[config.mk]
export PLATFORM = sky130hd
export DESIGN_NAME = hazard_controller
export DESIGN_NICKNAME = d
export VERILOG_FILES = /design/src/rtl/hazard_controller.sv
export SDC_FILE = /design/constraint.sdc
export NUM_CORES = 1
export LEC_CHECK = 0
export CAP_MARGIN = 20
export CORE_MARGIN = 2
export CORE_UTILIZATION = 35
export CTS_CLUSTER_SIZE = 25
export DETAILED_ROUTE_END_ITERATION = 12
export GPL_TIMING_DRIVEN = 1
export PLACE_DENSITY = 0.72
export RECOVER_POWER = 50
export SYNTH_ARGS = -nofsm -noshare
export SYNTH_HDL_FRONTEND = slang
export SYNTH_SLANG_ARGS = --single-unit
[constraint.sdc]
create_clock -name clk_i -period 5.7 [get_ports clk_i]
set_clock_uncertainty 0.05 [all_clocks]
set_input_delay 1.14 -clock clk_i [delete_from_list [all_inputs] [get_ports clk_i]]
set_output_delay 1.14 -clock clk_i [all_outputs]
set_load 0.01 [all_outputs]
[src/rtl/hazard_controller.sv]
// Pipeline hazard controller: load-use stalls, taken-branch flushes and
// data-memory wait holds with a timeout that latches a sticky error state.
module hazard_controller #(
  parameter int MEM_TIMEOUT = 255,
  parameter int CNT_W       = 16
) (
  input  logic             clk_i,
  input  logic             rst_i,
  input  logic             ID_EX_MemRead_i,
  input  logic [4:0]       ID_EX_RT_i,
  input  logic [4:0]       IF_ID_RS_i,
  input  logic [4:0]       IF_ID_RT_i,
  input  logic             EX_MEM_MemAccess_i,
  input  logic             dmem_ready_i,
  input  logic             Branch_taken_i,
  output logic             PC_Write_o,
  output logic             IF_ID_Write_o,
  output logic             Pipe_Hold_o,
  output logic             IF_ID_Flush_o,
  output logic             ID_EX_Flush_o,
  output logic             EX_MEM_Flush_o,
  output logic             MEM_WB_Bubble_o,
  output logic             PC_Src_o,
  output logic             err_o,
  output logic [CNT_W-1:0] stall_cnt_o,
  output logic [CNT_W-1:0] flush_cnt_o,
  output logic [1:0]       dbg_state_o
);

  typedef enum logic [1:0] {
    RUN     = 2'd0,
    MEMWAIT = 2'd1,
    ERR     = 2'd2
  } state_t;

  localparam logic [7:0] TIMEOUT = 8'(MEM_TIMEOUT);

  state_t     state;
  state_t     state_next;
  logic [7:0] timer;
  logic [7:0] timer_next;

  logic mem_wait;
  logic load_use;
  logic do_hold;
  logic do_branch;
  logic do_load_use;

  // Memory handshake: an access in MEM completes in the cycle where
  // EX_MEM_MemAccess_i and dmem_ready_i are both high; until then the
  // pipeline behind MEM is frozen and MEM/WB takes bubbles.
  assign mem_wait = EX_MEM_MemAccess_i && !dmem_ready_i;
  assign load_use = ID_EX_MemRead_i && (ID_EX_RT_i != 5'd0) &&
                    ((ID_EX_RT_i == IF_ID_RS_i) || (ID_EX_RT_i == IF_ID_RT_i));

  always_comb begin
    state_next  = state;
    timer_next  = timer;
    do_hold     = 1'b0;
    do_branch   = 1'b0;
    do_load_use = 1'b0;
    case (state)
      RUN: begin
        if (mem_wait) begin
          do_hold    = 1'b1;
          timer_next = 8'd1;
          state_next = MEMWAIT;
        end else if (Branch_taken_i) begin
          do_branch = 1'b1;
        end else if (load_use) begin
          do_load_use = 1'b1;
        end
      end
      MEMWAIT: begin
        if (!dmem_ready_i) begin
          do_hold = 1'b1;
          if (timer == TIMEOUT) begin
            state_next = ERR;
          end else begin
            timer_next = timer + 8'd1;
          end
        end else begin
          // Release cycle: the held instruction in ID may still need a flush or stall.
          state_next = RUN;
          timer_next = 8'd0;
          if (Branch_taken_i) begin
            do_branch = 1'b1;
          end else if (load_use) begin
            do_load_use = 1'b1;
          end
        end
      end
      ERR: begin
        do_hold = 1'b1;
      end
      default: begin
        state_next = RUN;
        timer_next = 8'd0;
      end
    endcase
  end

  always_comb begin
    PC_Write_o      = 1'b1;
    IF_ID_Write_o   = 1'b1;
    Pipe_Hold_o     = 1'b0;
    IF_ID_Flush_o   = 1'b0;
    ID_EX_Flush_o   = 1'b0;
    EX_MEM_Flush_o  = 1'b0;
    MEM_WB_Bubble_o = 1'b0;
    PC_Src_o        = 1'b0;
    err_o           = (state == ERR);
    if (!rst_i) begin
      PC_Write_o      = 1'b0;
      IF_ID_Write_o   = 1'b0;
      IF_ID_Flush_o   = 1'b1;
      ID_EX_Flush_o   = 1'b1;
      EX_MEM_Flush_o  = 1'b1;
      MEM_WB_Bubble_o = 1'b1;
    end else if (do_hold) begin
      PC_Write_o      = 1'b0;
      IF_ID_Write_o   = 1'b0;
      Pipe_Hold_o     = 1'b1;
      MEM_WB_Bubble_o = 1'b1;
    end else if (do_branch) begin
      PC_Src_o       = 1'b1;
      IF_ID_Flush_o  = 1'b1;
      ID_EX_Flush_o  = 1'b1;
      EX_MEM_Flush_o = 1'b1;
    end else if (do_load_use) begin
      PC_Write_o    = 1'b0;
      IF_ID_Write_o = 1'b0;
      ID_EX_Flush_o = 1'b1;
    end
  end

  always_ff @(posedge clk_i) begin
    if (!rst_i) begin
      state       <= RUN;
      timer       <= 8'd0;
      stall_cnt_o <= '0;
      flush_cnt_o <= '0;
    end else begin
      state <= state_next;
      timer <= timer_next;
      // Counters stick at all-ones rather than wrapping.
      if (!PC_Write_o && (stall_cnt_o != {CNT_W{1'b1}})) begin
        stall_cnt_o <= stall_cnt_o + CNT_W'(1);
      end
      if (do_branch && (flush_cnt_o != {CNT_W{1'b1}})) begin
        flush_cnt_o <= flush_cnt_o + CNT_W'(1);
      end
    end
  end

  assign dbg_state_o = state;

endmodule

# == After elaboration in Yosys (flattened, before gate mapping) ==
# Index checks and enable logic that the tools add are counted.
# Widths: inputs -> output; s select.
# classes
add_sub_neg,3
eq_ne,10
n_mux,35
bitwise,1
reduce_logical,12
# ops
cell,n
$add 16x1->16 const B,2
$ne 16x16->1 const B,2
$mux 1,24
$mux 8,3
$pmux 8 s3,1
$eq 5x5->1,2
$add 8x1->8 const B,1
$eq 8x8->1 const B,1
$mux 2,3
$ne 3x3->1 const B,2
$pmux 2 s3,1
$reduce_and 3->1,2
$logic_and 1x1->1,5
$reduce_bool 5->1,1
$pmux 1 s2,2
$pmux 1 s3,1
$eq 2x1->1 const B,1
$eq 2x2->1 const B,1
$logic_not 1->1,2
$logic_not 2->1,1
$ne 2x2->1 const B,1
$logic_or 1x1->1,1
$not 1->1,1
# word_totals
regBits,42
input_bits,21
output_inout_bits,43
elab_cells,65

# == Depth between registers and ports, before layout ==
# Gate-level depths: netlist of the first run.
# depth
depth_word,13
mapped_depth,8

# == Worst setup path before layout of the first run ==
# Ideal clock, no wire load.
# synth_path
path_type,input to output
startpoint,input port EX_MEM_MemAccess_i
endpoint,output port PC_Write_o
arrival_time_ns,2.315
t_required_ns,4.510
setup_slack_ns,2.195
path_stages,6
n_path_buf,2
path_cell_list,o21bai_2 > nor2_1 > or3_1 > a21oi_2 > buf_2 > buf_4
# synth_via
elab_chain_len,7
# synth_lines
element,line_no,rtl
"start, declared",13,"input logic EX_MEM_MemAccess_i,"
$logic_and 1x1->1 (*),52,assign mem_wait = EX_MEM_MemAccess_i && !dmem_ready_i;
$mux 1,64,if (mem_wait) begin
$pmux 1 s2,62,case (state)
$mux 1 (2 in a row),-,
$mux 1 (*) (2 in a row),-,
"end, declared",16,"output logic PC_Write_o,"
# Mark *: on every way between the ends. The rest lies on a longest branch, timed or not.

# == Worst setup path in the final report of the first run ==
# layout_path
startpoint,input port dmem_ready_i
endpoint,output port IF_ID_Write_o
# layout_via
elab_chain_len,8
# layout_lines
element,line_no,rtl
"start, declared",14,"input logic dmem_ready_i,"
$logic_not 1->1,-,
$logic_and 1x1->1,52,
$mux 1,64,
$pmux 1 s2,62,
$mux 1,130,end else if (do_load_use) begin
$mux 1,125,end else if (do_branch) begin
$mux 1 (*),120,end else if (do_hold) begin
$mux 1 (*),113,if (!rst_i) begin
"end, declared",17,"output logic IF_ID_Write_o,"
# Marked as above.

==> results of run 1 <==
-- critical path, stage by stage --
cell and delay (ns):
dlygate4sd3_1 0.56, o21bai_1 0.18, nor2_1 0.10, or3_1 0.35, a21oi_2 0.11, buf_4 0.26
clkdlybuf4s50_1 0.58
-- power breakdown --
| part | internal, mW | total (mW) | switching (mW) |
|---|---|---|---|
| clock | 0.0877 | 0.199 | 0.111 |
| sequential | 0.297 | 0.304 | 0.00633 |
| combinational | 0.0383 | 0.0725 | 0.0341 |
| total | 0.423 | 0.575 | 0.151 |
-- sequential cells by signal, indices dropped and copies added (netlist names) --
name,count
flush_cnt_o,16
dbg_state_o,2
stall_cnt_o,16
timer,8
-- placed cells by master, fill, tap and decap left out, types with 5 or more instances in the layout --
cell type	n
a21oi_1	14
nor2_1	30
dlygate4sd3_1	34
xor2_1	8
nand3_1	10
xnor2_1	17
mux2i_1	11
nor4_1	6
clkdlybuf4s50_1	29
inv_1	7
nand2_1	34
o21ai_0	10
dfxtp_1	42
nand4_1	14
nand2b_1	8
clkbuf_8	5
or3_1	10
or4_1	6
o31ai_1	5
-- stage by stage --
stage               hold slack, ns   util
floorplan                    0.425      -
global route                 0.465  0.485
finish                       0.444  0.485
global placement             0.426  0.471
detailed placement           0.434  0.471
CTS                          0.447  0.486
-- layer usage --
metal	share of wire	track usage	up-vias
li1	-	-	1133
met1	0.43	0.163	1030
met2	0.50	0.266	50
met3	0.056	0.0486	4
met4	0.011	0.0476	0
met5	0	0	-
-- final cells by class --
type                            instances  share of cell area
Multi-Input combinational cell        222               0.444
Tap cell                               77              0.0313
Sequential cell                        42               0.273
Clock inverter                          3             0.00772
Inverter                                8             0.00975
Timing Repair Buffer                   66               0.212
Clock buffer                            5              0.0223
-- kinds of logic (layout without fill, tap and decap cells) --
| family | after synthesis | in the layout | share of synthesized area |
|---|---|---|---|
| AND/OR/NAND/NOR | 140 | 140 | 0.318 |
| AO/OA/AOI/OAI | 43 | 43 | 0.115 |
| flip-flops | 42 | 42 | 0.365 |
| XOR/XNOR | 25 | 25 | 0.0950 |
| buffers and inverters | 23 | 82 | 0.0434 |
| multiplexers | 11 | 11 | 0.0478 |
| adder cells (fa/ha/maj) | 3 | 3 | 0.0163 |
-- worst paths after layout --
path	start	endpoint	slack, ns	depth (start not counted)
worst max-delay path	dmem_ready_i	IF_ID_Write_o	1.21	7
worst min-delay path	stall_cnt_o[15]	stall_cnt_o[15]	0.44	2
worst max register to register	stall_cnt_o[5]	stall_cnt_o[4]	3.36	6
worst min register to register	stall_cnt_o[15]	stall_cnt_o[15]	0.44	2
==> run_results.csv, run 1 <==
group,metric,value,unit
run_status,run_status,"finished, final reports clean",
synth,synth_top_area_frac,0.365,
synth,ys_ff_latch,42,
clock_tree,cts_max_level,2,
placed_design,hpwl,3970,microns
finish,area_growth,33.6,%
placed_design,port-buffer-count,63,
sta,slew_violations,0,
clock_tree,cts_buffer_depth,2,
finish,nets,369,
global_routing,antenna_found_initial,0,
finish,stdcell_area,3080,sq um
detailed_routing,antenna_left,0,
finish,antenna_cells,0,
sta,period_share,0.787,
detailed_routing,vias_per_cell,5.24,
sta,worst_slew_pin_slew,0.838,ns
synth,synthFlopType,"dfxtp_1",
clock_tree,path_clk_slew,0.09,ns
placed_design,dpl.cell_count,415,
run,maxCapViolCount,0,
detailed_routing,routed_wl,5310,microns
floorplan,die_w,85.1,microns
synth,syn-num-nets,311,
synth,synthDistinctLibCells,41,
global_routing,grt_pass1_wl,8830,microns
clock_tree,cts_tree,"done",
synth,synth-async-reset-ratio,0,
synth,syn_inst,287,
floorplan,die_h,85.1,microns
synth,synth.avg_cell_area,8.03,sq um
worst_hold_path,hold_path_class,"reg2reg",
setup_path,critPathLaunchType,"input port",
clock_tree,cts-hold-fix-buffers,0,
global_routing,grt_pass1_vias,2078,
clock_tree,clock_latency,0.30,ns
placed_design,placed_cell_area,2990,sq um
setup_path,worst_setup_path_end_kind,"output port",
sta,rsz0062_at_grt,"no",
clock_tree,numCtsBuffers,5,
sta,clock.fmax,223,MHz
clock_tree,cts.sinks,42,
synth,synth_edf_count,0,
synth,yosys-top-cells-area,"dfxtp_1 36%, xnor2_1 6.5%, nand2_1 5.5%",
floorplan,row_count,29,
sta,finalCriticalPeriod,4.49,ns
finish,drive_gt1_frac,0.0520,
sta,setup_ws,1.21,ns
global_routing,grt_max_degree,28,
floorplan,dieArea,7250,sq um
sta,slew_headroom,0.437,
clock_tree,postCtsSetupBuffers,0,
floorplan,core_area,6350,sq um
placed_design,dpl_worst_slack,1.21,ns
setup_path,cp_data_arrival_time,3.30,ns
setup_path,worstPathMaxFanout,26,
finish,seq_area,841,sq um
sta,finalSetupViolCount,0,
setup_path,crit_required,4.51,ns
floorplan,initial_core_util,0.363,
detailed_routing,wl_per_cell,12.6,microns
detailed_routing,route.vias.total,2217,
sta,hold_viol,0,
sta,setup_tns,0,ns
finish,final_cells,423,
synth,ys_seq_area_frac,0.365,
detailed_routing,drc,0,
floorplan,io-pin-count,64,
global_routing,grt-ovfl-total,0,
synth,synth_area,2300,sq um
synth,synth_top_area_cell,"dfxtp_1",
detailed_routing,drtPass1Iterations,4,
detailed_routing,drt_iter0_drc,78,
synth,synth.most_common_cell,"dfxtp_1",
setup_path,critPathKind,"in2out",
power,powerDensity,187,nW/um^2
clock_tree,cts.root.buffer_cell,"clkbuf_8",
power,cellLeakagePower,1.13,nW
global_routing,track_usage,0.148,
synth,yosys-top-cells-count,"42 x dfxtp_1, 34 x nand2_1, 30 x nor2_1, 17 x xnor2_1",
placed_design,gp_congestion,0.771,
finish,fillCellCount,620,
finish,multiInputGateArea,1370,sq um
synth,yosys_warnings,0,
power,ir_drop,0.105,mV
clock_tree,ctsResizeCount,0,
power,fin_total_pwr,0.575,mW
Power figures use the tool's default switching activity.
==> run 2, diff against run 1 <==
- PLACE_DENSITY: 0.72 -> 0.75
- clock period: 5.7 -> 3.8 ns (I/O delays scaled with it)
==> run_results.csv, run 2 (synthesized netlist as in run 1, its figures left out) <==
group,metric,value,unit
run_status,run_status,"finished, final reports clean",
setup_path,critPathKind,"in2out",
setup_path,reg2reg_to,"flush_cnt_o[12]",
clock_tree,cts-hold-fix-buffers,0,
clock_tree,cts.sinks,42,
clock_tree,numCtsBuffers,5,
power,p_int,0.786,mW
global_routing,track_usage,0.151,
detailed_routing,drtPass1Iterations,4,
finish,nets,371,
placed_design,hpwl,4030,microns
worst_hold_path,hold_path_class,"reg2reg",
placed_design,port-buffer-count,63,
power,pwr-share-seq,0.454,
finish,antenna_cells,0,
sta,worst_slew_pin_slew,0.639,ns
sta,slew_violations,0,
sta,rsz0062_at_grt,"no",
sta,slew_headroom,0.571,
global_routing,grt_pass1_wl,9000,microns
setup_path,r2r_start,"dbg_state_o[0]",
sta,finalSetupViolCount,0,
setup_path,crit_required,2.99,ns
floorplan,die_h,85.1,microns
detailed_routing,drt_iter0_drc,78,
detailed_routing,routed_wl,5430,microns
clock_tree,clock_latency,0.30,ns
finish,layout_commonest_cell,"dfxtp_1",
detailed_routing,antenna_left,0,
power,ir_drop,0.225,mV
detailed_routing,route.vias.total,2235,
setup_path,regToRegSetupSlack,1.59,ns
power,swShare,0.216,
sta,clock.fmax,278,MHz
power,powerDensity,319,nW/um^2
global_routing,grt-ovfl-total,0,
sta,finalCriticalPeriod,3.60,ns
sta,period_share,0.947,
clock_tree,cts_buffer_depth,2,
worst_hold_path,hold_end,"stall_cnt_o[15]",
setup_path,worstPathMaxFanout,5,
floorplan,die_w,85.1,microns
clock_tree,cts_tree,"done",
finish,drive_gt1_frac,0.0603,
power,p_clk_frac,0.434,
floorplan,initial_core_util,0.363,
detailed_routing,wl_per_cell,12.8,microns
global_routing,grt_max_degree,27,
finish,largestRegisters,"flush_cnt_o (16), stall_cnt_o (16), timer (8)",
detailed_routing,vias_per_cell,5.26,
clock_tree,postCtsSetupBuffers,0,
setup_path,critPathLaunchType,"input port",
sta,hold_viol,0,
floorplan,io-pin-count,64,
setup_path,worst_setup_path_end_kind,"output port",
global_routing,grt_pass1_vias,2056,
floorplan,dieArea,7250,sq um
clock_tree,ctsResizeCount,0,
detailed_routing,drc,0,
finish,final_cell_mix,"42 x dfxtp_1, 34 x nand2_1, 34 x dlygate4sd3_1",
sta,fin_hold_ws,0.441,ns
setup_path,cp_data_arrival_time,2.79,ns
placed_design,gp_congestion,0.831,
global_routing,antenna_found_initial,0,
clock_tree,path_clk_slew,0.08,ns
run,maxCapViolCount,0,
clock_tree,cts.root.buffer_cell,"clkbuf_8",
sta,setup_tns,0,ns
worst_hold_path,hold_start,"stall_cnt_o[15]",
setup_path,reg2reg_depth,5,
clock_tree,cts_max_level,2,
power,netSwitchingPower,0.217,mW
floorplan,row_count,29,
worst_hold_path,min_path_cells,2,
floorplan,core_area,6350,sq um
finish,area_growth,36.6,%
power,comb_power_share,0.112,
power,cellLeakagePower,1.17,nW
run 2: cell count changes in the layout (fill, tap and decap cells not counted), sizes merged:
cell      previous run  this run
clkbuf               5         6
buf                  3         5
inv                  9         8
clkinvlp             2         0
bufinv               0         2
run 2: metal layers:
layer	global-route usage	up-vias	wire, microns
met4	0.0678	0	106
met5	0	-	0
met2	0.252	53	2620
met3	0.0399	9	282
met1	0.183	1043	2430
li1	-	1130	-
run 2: power groups by stage:
stage	sequential, mW	combinational [mW]	clock, mW
after global routing	0.457	0.124	0.467
after global placement	0.466	0.113	0
final	0.455	0.112	0.435
after detailed placement	0.466	0.116	0
after CTS	0.455	0.116	0.449
after floorplan	0.465	0.0565	0
run 2: final cells by class:
type                    instances  area, sq um
clock inverters                 2         60.1
fillers                       606         3200
repair buffers                 68          668
multi-input cells             222         1370
flip-flops and latches         42          841
clock buffers                   6         82.6
inverters                       8         30.0
well taps                      77         96.3
run 2: critical path, cell delays in order:
cell and delay (ns):
dlygate4sd3_1 0.55, o21bai_2 0.16, nor2_1 0.10, or3_1 0.35, a21oi_2 0.27, clkdlybuf4s50_1 0.60
run 2: how the worst max path moves through the flow:
| stage | startpoint | end |
|---|---|---|
| 4_1_cts | EX_MEM_MemAccess_i | PC_Write_o |
| 2_1_floorplan | EX_MEM_MemAccess_i | PC_Write_o |
| 6_report | dmem_ready_i | PC_Write_o |
| 5_1_grt | dmem_ready_i | IF_ID_Write_o |
| 3_3_place_gp | EX_MEM_MemAccess_i | PC_Write_o |
| 3_5_place_dp | EX_MEM_MemAccess_i | PC_Write_o |
run 2: through the flow:
step	cells	setup WS [ns]	area (sq um)	power [mW]	util
5_1_grt	425	0.0983	3150	1.05	0.496
2_1_floorplan	287	1.05	2300	0.522	-
3_3_place_gp	417	0.253	3010	0.579	0.473
6_report	425	0.200	3150	1.00	0.496
3_5_place_dp	417	0.213	3010	0.581	0.473
4_1_cts	425	0.202	3150	1.02	0.496
==> patch 1 (config.mk and constraints of run 2) <==
Make the reset (`rst_i`) asynchronous in one clocked block.
--- a/src/rtl/hazard_controller.sv
+++ b/src/rtl/hazard_controller.sv
@@ -134,7 +134,7 @@
     end
   end
 
-  always_ff @(posedge clk_i) begin
+  always_ff @(posedge clk_i or negedge rst_i) begin
     if (!rst_i) begin
       state       <= RUN;
       timer       <= 8'd0;
Behaviour: differs if rst_i is asserted again (counterexample within 4 cycles, from zero or initial values and one cycle with rst_i low); with rst_i held inactive, the same outputs for 10 cycles.
==> patch 1 against run 2 <==
Critical path type unchanged; worst setup slack gained 0.058 ns; maximum frequency grew 1.6%; critical path depth fell by 1; cell area rose by 0.64%; sequential cell count unchanged; routed wire length shrank 5.9%; global-route usage shrank 0.80 points; synthesized area up 2.3%; via count down 13%.
Power is not compared: it rests on default switching activity, and its combinational part moved more than twofold at a synthesized area within 25%.
==> patch 1: results (changes against run 2) <==
| Group | Metric | This run | Change |
|:---|:---|:---|:---|
| hold path | Capture endpoint of the worst hold path | stall_cnt_o[8]$_DFFE_PN0P_ | was stall_cnt_o[15]$_SDFFE_PN0P_ |
| critical path | Crit path launch | ID_EX_RT_i[0] | was dmem_ready_i |
| grt | Met3 usage in global routing | 3.95% | was 3.99% |
| grt | Pin count of the biggest net entering global routing | 26 | was 27 |
| yosys | List of most frequent post-synthesis cells | dfrtp_1 (42), nand2_1 (30), xnor2_1 (19), xor2_1 (18), nor2_1 (17) | was dfxtp_1 (42), nand2_1 (34), nor2_1 (30), xnor2_1 (17) |
| grt | Met1 capacity usage during global routing | 19.6% | was 18.3% |
| yosys | Main flop type after synthesis | dfrtp_1 | was dfxtp_1 |
| hold path | HP Start | stall_cnt_o[8]$_DFFE_PN0P_ | was stall_cnt_o[15]$_SDFFE_PN0P_ |
| finish | # fillers | 607 | was 606 |
| drt | Initial DRC Count | 50 | was 78 |
| grt | Via count of the first global-routing pass | 1917 | was 2056 |
| critical path | Endpoint of the lowest-slack register-to-register path | stall_cnt_o[1]$_DFFE_PN0P_ | was flush_cnt_o[12]$_SDFFE_PN0P_ |
| grt | First-pass GRT wire length | 8710 um | was 9000 um |
| yosys | Largest cells by area after synthesis | dfrtp_1 (45%), xnor2_1 (7.1%), xor2_1 (6.7%) | was dfxtp_1 (36%), xnor2_1 (6.5%), nand2_1 (5.5%) |
| critical path | Path depth of the worst reg2reg path | 6 | was 5 |
| sta | Final Hold Slack | 0.432 ns | was 0.441 ns |
| placement | Dpl ws | 0.234 ns | was 0.213 ns |
| yosys | Synthesized netlist net count | 259 | was 311 |
| drt | Vias | 1955 | was 2235 |
| placement | Weighted congestion reported at the end of routability-driven placement | 0.808 | was 0.831 |
| drt | Detailed Route WL | 5110 um | was 5430 um |
| finish | Nets | 327 | was 371 |
| critical path | Data arrival time of the worst path | 2.73 ns | was 2.79 ns |
| yosys | Share of the yosys chip area belonging to registers | 44.6% | was 36.5% |
| yosys | Post-synthesis async set-or-reset flop share | 100% | was 0% |
| finish | Proportion of layout cells with a drive suffix above 1 | 8.25% | was 6.03% |
| status | Run status | completed | unchanged |
| grt | Tot GR Track Use | 14.3% | was 15.1% |
| yosys | Count of distinct cell types in the synthesized netlist | 51 | was 41 |
## patch 1: critical path: stages
cell,delay [ns]
clkdlybuf4s50_1,0.47
nor3_1,0.36
a21oi_4,0.14
a21oi_1,0.38
clkdlybuf4s50_1,0.63
## patch 1: per-layer routing
metal / vias to the layer above / share of wire [%]
met5: - / 0
met4: 0 / 1.0
met3: 6 / 6.0
met2: 47 / 46
met1: 949 / 47
li1: 953 / -
## patch 1: logic make-up (layout without fill, tap and decap cells)
| logic type | after synthesis | in the layout | share of synthesized area [%] |
|---|---|---|---|
| flip-flops | 42 | 42 | 44.6 |
| XOR/XNOR | 37 | 37 | 13.7 |
| AO/OA/AOI/OAI | 33 | 33 | 11.1 |
| adder cells (fa/ha/maj) | 3 | 3 | 1.59 |
| multiplexers | 7 | 7 | 3.29 |
| AND/OR/NAND/NOR | 103 | 103 | 23.4 |
| buffers and inverters | 10 | 78 | 2.28 |
## patch 1: power by group
group | switching, uW | internal, uW | leakage, uW
Combinational | 185 | 251 | 0.000722
Sequential | 109 | 534 | 0.000535
Clock | 146 | 210 | 0.0000573
## patch 1: area by class of cell
cell class	count	share of cell area, %
timing repair buffer	65	20.1
multi-input combinational	183	39.5
tap	77	3.04
clock inverter	1	0.948
inverter	6	0.711
clock buffer	6	2.61
sequential	42	33.2
## patch 1: how the worst max path moves through the flow
stage,end,slack (ns),depth (start not counted)
after global routing,PC_Write_o,0.07,5
after detailed placement,PC_Write_o,0.23,5
final,PC_Write_o,0.26,5
after floorplan,PC_Write_o,1.18,4
after global placement,IF_ID_Write_o,0.24,5
after CTS,PC_Write_o,0.23,5
## patch 1: metrics by stage
step	instance area (sq um)	utilization, %	cells
floorplan	2360	-	235
global placement	3060	47.7	373
detailed placement	3060	47.7	373
CTS	3180	49.4	380
global route	3170	49.3	380
finish	3170	49.3	380
==> patch 2 (config.mk and constraints of run 2) <==
Made on the original files. `CNT_W`: 16 -> 24.
--- a/src/rtl/hazard_controller.sv
+++ b/src/rtl/hazard_controller.sv
@@ -2,7 +2,7 @@
 // data-memory wait holds with a timeout that latches a sticky error state.
 module hazard_controller #(
   parameter int MEM_TIMEOUT = 255,
-  parameter int CNT_W       = 16
+  parameter int CNT_W       = 24
 ) (
   input  logic             clk_i,
   input  logic             rst_i,
Ports: changed (resized flush_cnt_o and stall_cnt_o); port bits go from 64 to 80. The function was not compared with the original's and may differ.
==> patch 2 against run 2 <==
Synthesized area grew 30%; first-iteration DRC count grew 100%; global-route usage grew 2.0 points; sequential cell count grew 16; total power grew 40%; synthesized cell count grew 29%; worst setup slack lost 0.067 ns; clock power grew 47%; routed wire length grew 42%; core utilization grew 0.42 points; cell area grew 31%; critical path type unchanged; largest power group is now clock.
==> patch 2: results (changes against run 2) <==
| Group | Metric | This run | Change |
|:---|:---|:---|:---|
| status | Run status | completed | unchanged |
| clocking | Clock buffer count from CTS | 9 | was 5 |
| yosys | Synthesized netlist net count | 395 | was 311 |
| power and ir drop | Worst voltage drop across the vdd grid | 0.153 mV | was 0.225 mV |
| clocking | Clock transition at the registers of the reported paths | 0.06 ns | was 0.08 ns |
| drt | Vias | 2998 | was 2235 |
| drt | Average wire per cell in the routed design | 13.7 um | was 12.8 um |
| yosys | List of most frequent post-synthesis cells | dfxtp_1 (58), nor2_1 (51), nand2_1 (34), a21oi_1 (29), xnor2_1 (25) | was dfxtp_1 (42), nand2_1 (34), nor2_1 (30), xnor2_1 (17) |
| finish | Leading registers by flop count | flush_cnt_o x24, stall_cnt_o x24, timer x8 | was flush_cnt_o x16, stall_cnt_o x16, timer x8 |
| grt | Tot GR Track Use | 17.1% | was 15.1% |
| power and ir drop | Static Leakage | 0.00149 uW | was 0.00117 uW |
| clocking | Clock latency on the worst-skew pair | 0.34 ns | was 0.30 ns |
| grt | First-pass GRT wire length | 12500 um | was 9000 um |
| placement | Weighted congestion reported at the end of routability-driven placement | 0.914 | was 0.831 |
| clocking | Number of H-tree branching levels | 3 | was 2 |
| finish | Nets | 478 | was 371 |
| clocking | Clock tree root buffer cell | clkbuf_8 | unchanged |
| sta | Headroom to the max-slew limit | 51.9% | was 57.1% |
| yosys | Number of warnings reported in the yosys synthesis log | 0 | unchanged |
| yosys | Mean area per synthesized cell | 8.09 sq um | was 8.03 sq um |
| power and ir drop | Flop pwr share | 44.4% | was 45.4% |
| finish | Proportion of layout cells with a drive suffix above 1 | 6.54% | was 6.03% |
| sta | Timing-limited maximum frequency | 273 MHz | was 278 MHz |
| yosys | Largest cells by area after synthesis | dfxtp_1 (39%), xnor2_1 (7.3%), nor2_1 (6.4%) | was dfxtp_1 (36%), xnor2_1 (6.5%), nand2_1 (5.5%) |
| finish | Antenna diodes | 0 | unchanged |
| drt | Detailed Route WL | 7710 um | was 5430 um |
| hold path | Worst min path class | reg2reg | unchanged |
| power and ir drop | Internal power component | 1070 uW | was 786 uW |
| placement | Number of input and output port buffers inserted | 79 | was 63 |
| critical path | CP Max Fanout | 7 | was 5 |
| yosys | Main flop type after synthesis | dfxtp_1 | unchanged |
| yosys | Count of distinct cell types in the synthesized netlist | 46 | was 41 |
| grt | Pin count of the biggest net entering global routing | 47 | was 27 |
| placement | Post-DP HPWL | 5580 um | was 4030 um |
| drt | Initial DRC Count | 159 | was 78 |
| grt | Via count of the first global-routing pass | 2731 | was 2056 |
| yosys | Share of the yosys chip area belonging to registers | 38.7% | was 36.5% |
| placement | DP Cell Count | 546 | was 417 |
| critical path | Data arrival time of the worst path | 2.86 ns | was 2.79 ns |
| clocking | Max Buffers Root-to-Sink | 2 | unchanged |
| yosys | Post-synthesis async set-or-reset flop share | 0% | unchanged |
| grt | Initial antenna violation count | 0 | unchanged |
| drt | Number of iterations in the first detailed-routing pass | 4 | unchanged |
[patch 2: cells by family (layout without fill, tap and decap cells)]
group	count (synthesis)	after routing	synth area share, %
buf+inv	25	113	4.09
fa+ha+maj	3	3	1.25
flops	58	58	38.7
mux	3	3	1.00
simple gates	178	178	30.1
xor+xnor	37	37	10.8
compound gates	67	67	14.1
[patch 2: power groups by stage]
stage / logic, uW / registers, uW / clock network [uW]
6_report: 141 / 624 / 641
5_1_grt: 153 / 626 / 682
4_1_cts: 138 / 625 / 653
3_5_place_dp: 138 / 638 / 0
3_3_place_gp: 135 / 638 / 0
2_1_floorplan: 74.4 / 639 / 0
[patch 2: per-stage QoR]
step	cell area [sq um]	hold slack, ns	total power, uW	setup WS (ns)	util [%]
detailed placement	3880	0.441	776	0.00950	47.0
global placement	3880	0.420	773	0.0649	47.0
floorplan	3000	0.408	713	0.875	-
CTS	4100	0.449	1420	0.00950	49.7
finish	4130	0.441	1410	0.133	50.0
global route	4130	0.477	1460	0.00900	50.0
[patch 2: timing repair]
item,CTS,global route
setup endpoints to repair,0,2
buffers inserted,0,1
resized for setup,0,1
[patch 2: final timing paths]
path / startpoint / end / slack, ns / cells after the start
setup / recovery: ID_EX_RT_i[2] / PC_Write_o / 0.13 / 5
hold / removal: stall_cnt_o[21]$_SDFFE_PN0P_ / stall_cnt_o[21]$_SDFFE_PN0P_ / 0.44 / 2
setup reg to reg: dbg_state_o[0]$_SDFFE_PN0P_ / stall_cnt_o[19]$_SDFFE_PN0P_ / 1.44 / 7
hold reg to reg: stall_cnt_o[21]$_SDFFE_PN0P_ / stall_cnt_o[21]$_SDFFE_PN0P_ / 0.44 / 2
[patch 2: metal layers]
layer  up-vias  GRT usage [%]  wire length [um]
met5         -              0                 0
met4         0           6.92               165
met3        17           4.11               442
met2        85           28.5              3690
met1      1397           21.3              3410
li1       1499              -                 -
[patch 2: cell type report]
type / count / area (sq um)
timing repair buffer: 87 / 858
multi-input combinational: 288 / 1720
inverter: 10 / 37.5
clock buffer: 12 / 145
fill: 812 / 4130
tap: 105 / 131
clock inverter: 4 / 75.1
sequential: 58 / 1160
[patch 2: worst max-delay path, cell delays in order]
cell,delay [ns]
clkdlybuf4s50_1,0.44
or4_1,0.55
o211a_1,0.29
a21oi_4,0.23
clkdlybuf4s50_1,0.58
